## src/rtl/block1_pkg.sv

```systemverilog
// Shared defaults and types for the block1 overflow timer.
package block1_pkg;

  localparam int unsigned DIV_DEF   = 50_000;
  localparam int unsigned TOP_DEF   = 999;
  localparam int unsigned CNT_W_DEF = 32;

  typedef logic [CNT_W_DEF-1:0] cnt_t;

endpackage

```

## src/rtl/block1_tick_div.sv

```systemverilog
// Prescaler: emits a single-cycle tick every DIV clocks, counting 0..DIV-1.
module block1_tick_div
  import block1_pkg::*;
#(
  parameter int unsigned DIV   = DIV_DEF,
  parameter int unsigned CNT_W = CNT_W_DEF
) (
  input  logic CLOCK_50,
  input  logic KEY0,
  output logic tick
);

  logic [CNT_W-1:0] pre;

  // Tick is combinational so the main counter advances on the same edge the prescaler wraps.
  assign tick = (pre == CNT_W'(DIV - 1));

  always_ff @(posedge CLOCK_50) begin
    if (KEY0 || tick) begin
      pre <= '0;
    end else begin
      pre <= pre + CNT_W'(1);
    end
  end

endmodule

```

## src/rtl/block1_ovf_counter.sv

```systemverilog
// Two-stage free-running timer: prescaler tick feeds a 0..TOP counter whose wrap drives ovrflow/pin_name1.
// Build option: define BLOCK1_STICKY_OVF_EN to make ovrflow hold after the first wrap until KEY0.
module block1_ovf_counter
  import block1_pkg::*;
#(
  parameter int unsigned DIV   = DIV_DEF,
  parameter int unsigned TOP   = TOP_DEF,
  parameter int unsigned CNT_W = CNT_W_DEF
) (
  input  logic CLOCK_50,
  input  logic KEY0,
  output logic ovrflow,
  output logic pin_name1
);

  logic             tick;
  logic [CNT_W-1:0] cnt;
  logic             wrap_c;

  block1_tick_div #(
    .DIV   (DIV),
    .CNT_W (CNT_W)
  ) u_tick_div (
    .CLOCK_50 (CLOCK_50),
    .KEY0     (KEY0),
    .tick     (tick)
  );

  assign wrap_c = tick && (cnt == CNT_W'(TOP));

  // Main counter plus the wrap-event registers; KEY0 overrides every event.
  always_ff @(posedge CLOCK_50) begin
    if (KEY0) begin
      cnt       <= '0;
      ovrflow   <= 1'b0;
      pin_name1 <= 1'b0;
    end else begin
      if (tick) begin
        cnt <= wrap_c ? '0 : cnt + CNT_W'(1);
      end
`ifdef BLOCK1_STICKY_OVF_EN
      ovrflow <= ovrflow | wrap_c;
`else
      ovrflow <= wrap_c;
`endif
      pin_name1 <= pin_name1 ^ wrap_c;
    end
  end

endmodule

```

## config.mk

```make
export PLATFORM = sky130hd
export DESIGN_NAME = block1_ovf_counter
export DESIGN_NICKNAME = d
export VERILOG_FILES = /design/src/rtl/block1_pkg.sv /design/src/rtl/block1_tick_div.sv /design/src/rtl/block1_ovf_counter.sv
export SDC_FILE = /design/constraint.sdc
export NUM_CORES = 1
export LEC_CHECK = 0
export CORE_MARGIN = 10
export CORE_UTILIZATION = 60
export DETAILED_ROUTE_END_ITERATION = 8
export GPL_ROUTABILITY_DRIVEN = 0
export GPL_TIMING_DRIVEN = 0
export PLACE_DENSITY_LB_ADDON = 0.2
export SLEW_MARGIN = 10
export SYNTH_ARGS = -nofsm -noshare
export SYNTH_HDL_FRONTEND = slang
export SYNTH_SLANG_ARGS = --single-unit
```

## constraint.sdc

```tcl
create_clock -name CLOCK_50 -period 3.1 [get_ports CLOCK_50]
set_clock_uncertainty 0.1 [all_clocks]
set_input_delay 0.31 -clock CLOCK_50 [delete_from_list [all_inputs] [get_ports CLOCK_50]]
set_output_delay 0.31 -clock CLOCK_50 [all_outputs]
set_load 0.02 [all_outputs]
```

==> run summary <==
status -> completed
reg-to-reg critical path endpoint -> cnt[31]$_SDFFE_PP0N_
largest net degree at the start of global routing -> 12
later-pin clock latency in the skew report -> 350 ps
synth unique cells -> 30
num ports -> 4
CP Class -> reg -> reg
r2r worst-path depth -> 5
clock slew at reported path FFs -> 70 ps
Finished Core Util -> 68.59%
EDFF count, synth -> 0
drt drc -> 0
Setup Slack @ Placement -> 320.3 ps
HP Start -> u_tick_div.pre[0]$_SDFF_PP0_
R2R setup slack -> 250 ps
setup violators final -> 0
CTS tree -> yes
Hold Path Class -> reg -> reg
DP Area -> 0.003207 mm²
Design Area, Final -> 0.003458 mm²
Crit path arrival time -> 3030 ps
Clock Sink Count -> 66
CTS resizes -> 0
Global Route Usage Sum -> 16.91%
number of max-cap violations -> 0
PwrDens -> 517.8 mW/mm²
layout cells sized above 1 -> 4.847%
Setup TNS Final -> 0 ps
fraction of registers with async set/reset -> 0%
die height -> 91.76 µm
number of diodes -> 0
Die ar. -> 0.008419 mm²
Crit. Startpoint -> cnt[7]$_SDFFE_PP0N_
maximum buffer depth of the clock tree -> 2
pin slew with the least headroom to its limit -> 1005 ps
max-slew violations -> 0
CTS Hold Bufs -> 0
Syn Area/Cell -> 8.282 µm²
Via density -> 6.121
final WL -> 6.969 mm
final hold vios -> 0
clk root buf -> clkbuf_8
Tcrit/Tclk final -> 91.98%
CTS H-tree lvls -> 3
antenna violations before repair -> 0
worst setup margin -> 248.8 ps
leak pwr -> 0.001070 µW
number of post-CTS setup repair buffers -> 0
Worst setup EP type -> flip-flop
initial core utilization -> 61.27%
Max-slew headroom -> 32.39%
Worst Hold Path EP -> u_tick_div.pre[0]$_SDFF_PP0_
number of nets with antenna violations after routing -> 0
Post-Syn Nets -> 377
first-pass GRT wire length -> 11.82 mm
RSZ-0062 raised after global routing -> false
GRT overflow -> 0
First-pass DRT Iterations -> 7
worst hold stages -> 1
required time worst endpoint -> 3280 ps
Iter 0 DRT Violations -> 130
post-synthesis sequential area ratio -> 42.77%
TritonCTS buffer count -> 9
synthesized cell area -> 0.003089 mm²
Max Fclk -> 350.7 MHz
Synth Warn # -> 0
hold slack -> 364.6 ps
post-DP HPWL -> 4.591 mm
I/O Buffers -> 3
Peak VDD IR -> 330.4 µV
vias in the first global route -> 2670
crit path max fanout -> 9
wire per inst -> 15.08 µm
Core Region -> 0.005042 mm²
critical path startpoint category -> flip-flop
die width -> 91.76 µm
Mapped Cells -> 373
Synth-to-Final Area Change -> 11.95%
min Tclk post-route -> 2851 ps
reg2reg start -> cnt[7]$_SDFFE_PP0N_
Seq cells post-synth -> 66
Primary FF master, synth -> dfxtp_1
via count -> 2828
FP Rows -> 26
nets -> 391
-- power breakdown --
| group | switching [µW] | leakage [µW] | internal, µW |
|---|---|---|---|
| Sequential | 3.33 | 0.000532 | 851 |
| Combinational | 17.8 | 0.000409 | 6.49 |
| Clock | 337 | 0.000129 | 576 |
| Total | 358 | 0.00107 | 1430 |
-- through the flow --
stage / power (µW) / std cells
floorplan: 888.9 / 373
global placement: 897.0 / 446
detailed placement: 897.6 / 446
CTS: 1795 / 462
global route: 1832 / 462
finish: 1791 / 462
-- cell families (layout without fill, tap and decap cells) --
group	count (synthesis)	in the layout	share of synthesized area (%)
simple gates	187	187	32.97
mux	1	1	0.3240
compound gates	63	63	11.50
flops	66	66	42.77
xor+xnor	31	31	8.789
fa+ha+maj	2	2	0.8099
buf+inv	23	42	2.835
-- cells in the final DEF, fill, tap and decap left out, drive strengths merged, types with 4 or more instances in the layout --
cell type,count
nor3,6
or3,18
dfxtp,66
and4,4
o21ai,16
nand4,19
nor4,14
and3,9
o31ai,15
nor2,42
nand3,31
clkbuf,25
or4,16
inv,6
a21oi,31
xnor2,7
nand2,20
xor2,24
-- synthesized netlist by cell type (3+ instances only) --
master,number,area share [%]
dfxtp_1,66,43
nor2_1,42,5.1
a21oi_1,31,5.0
nand3_1,31,5.0
xor2_1,24,6.8
nand2_1,20,2.4
nand4_1,19,3.8
or3_1,18,3.6
o21ai_0,16,2.6
or4_1,16,3.9
o31ai_1,15,3.6
clkbuf_1,14,1.7
nor4_1,13,2.6
and3_1,9,1.8
xnor2_1,7,2.0
inv_1,6,0.73
nor3_1,6,0.97
and4_1,4,1.1
nand4b_1,3,0.85
-- per-layer routing --
layer / track usage [%] / up-vias / routed length (µm)
li1: - / 1412 / -
met1: 18.50 / 1320 / 3006
met2: 30.21 / 75 / 3499
met3: 3.097 / 21 / 250
met4: 9.254 / 0 / 212
met5: 0 / - / 0
-- cell type report --
class                      count  area, µm²
tap                           70      87.58
fill                         414       1584
sequential                    66       1321
multi-input combinational    284       1680
buffer                        17      65.06
clock inverter                 5      100.1
clock buffer                  11      151.4
inverter                       6      22.52
timing repair buffer           3      30.03
-- registers in the layout, indices dropped and copies added (netlist names) --
name            cells
ovrflow             1
pin_name1           1
cnt                32
u_tick_div.pre     32
-- critical path, stage by stage (launching register included) --
cell and delay, ps:
dfxtp_1 450, nand3_1 230, nor4_1 910, nand2_1 400, or4_1 550, a21oi_1 140
-- how the worst max path moves through the flow --
stage / end / cells past startpoint
finish: cnt[31]$_SDFFE_PP0N_ / 5
global route: cnt[31]$_SDFFE_PP0N_ / 5
CTS: cnt[31]$_SDFFE_PP0N_ / 5
detailed placement: cnt[31]$_SDFFE_PP0N_ / 5
global placement: cnt[31]$_SDFFE_PP0N_ / 5
floorplan: cnt[31]$_SDFFE_PP0N_ / 8
Power figures use the tool's default switching activity.
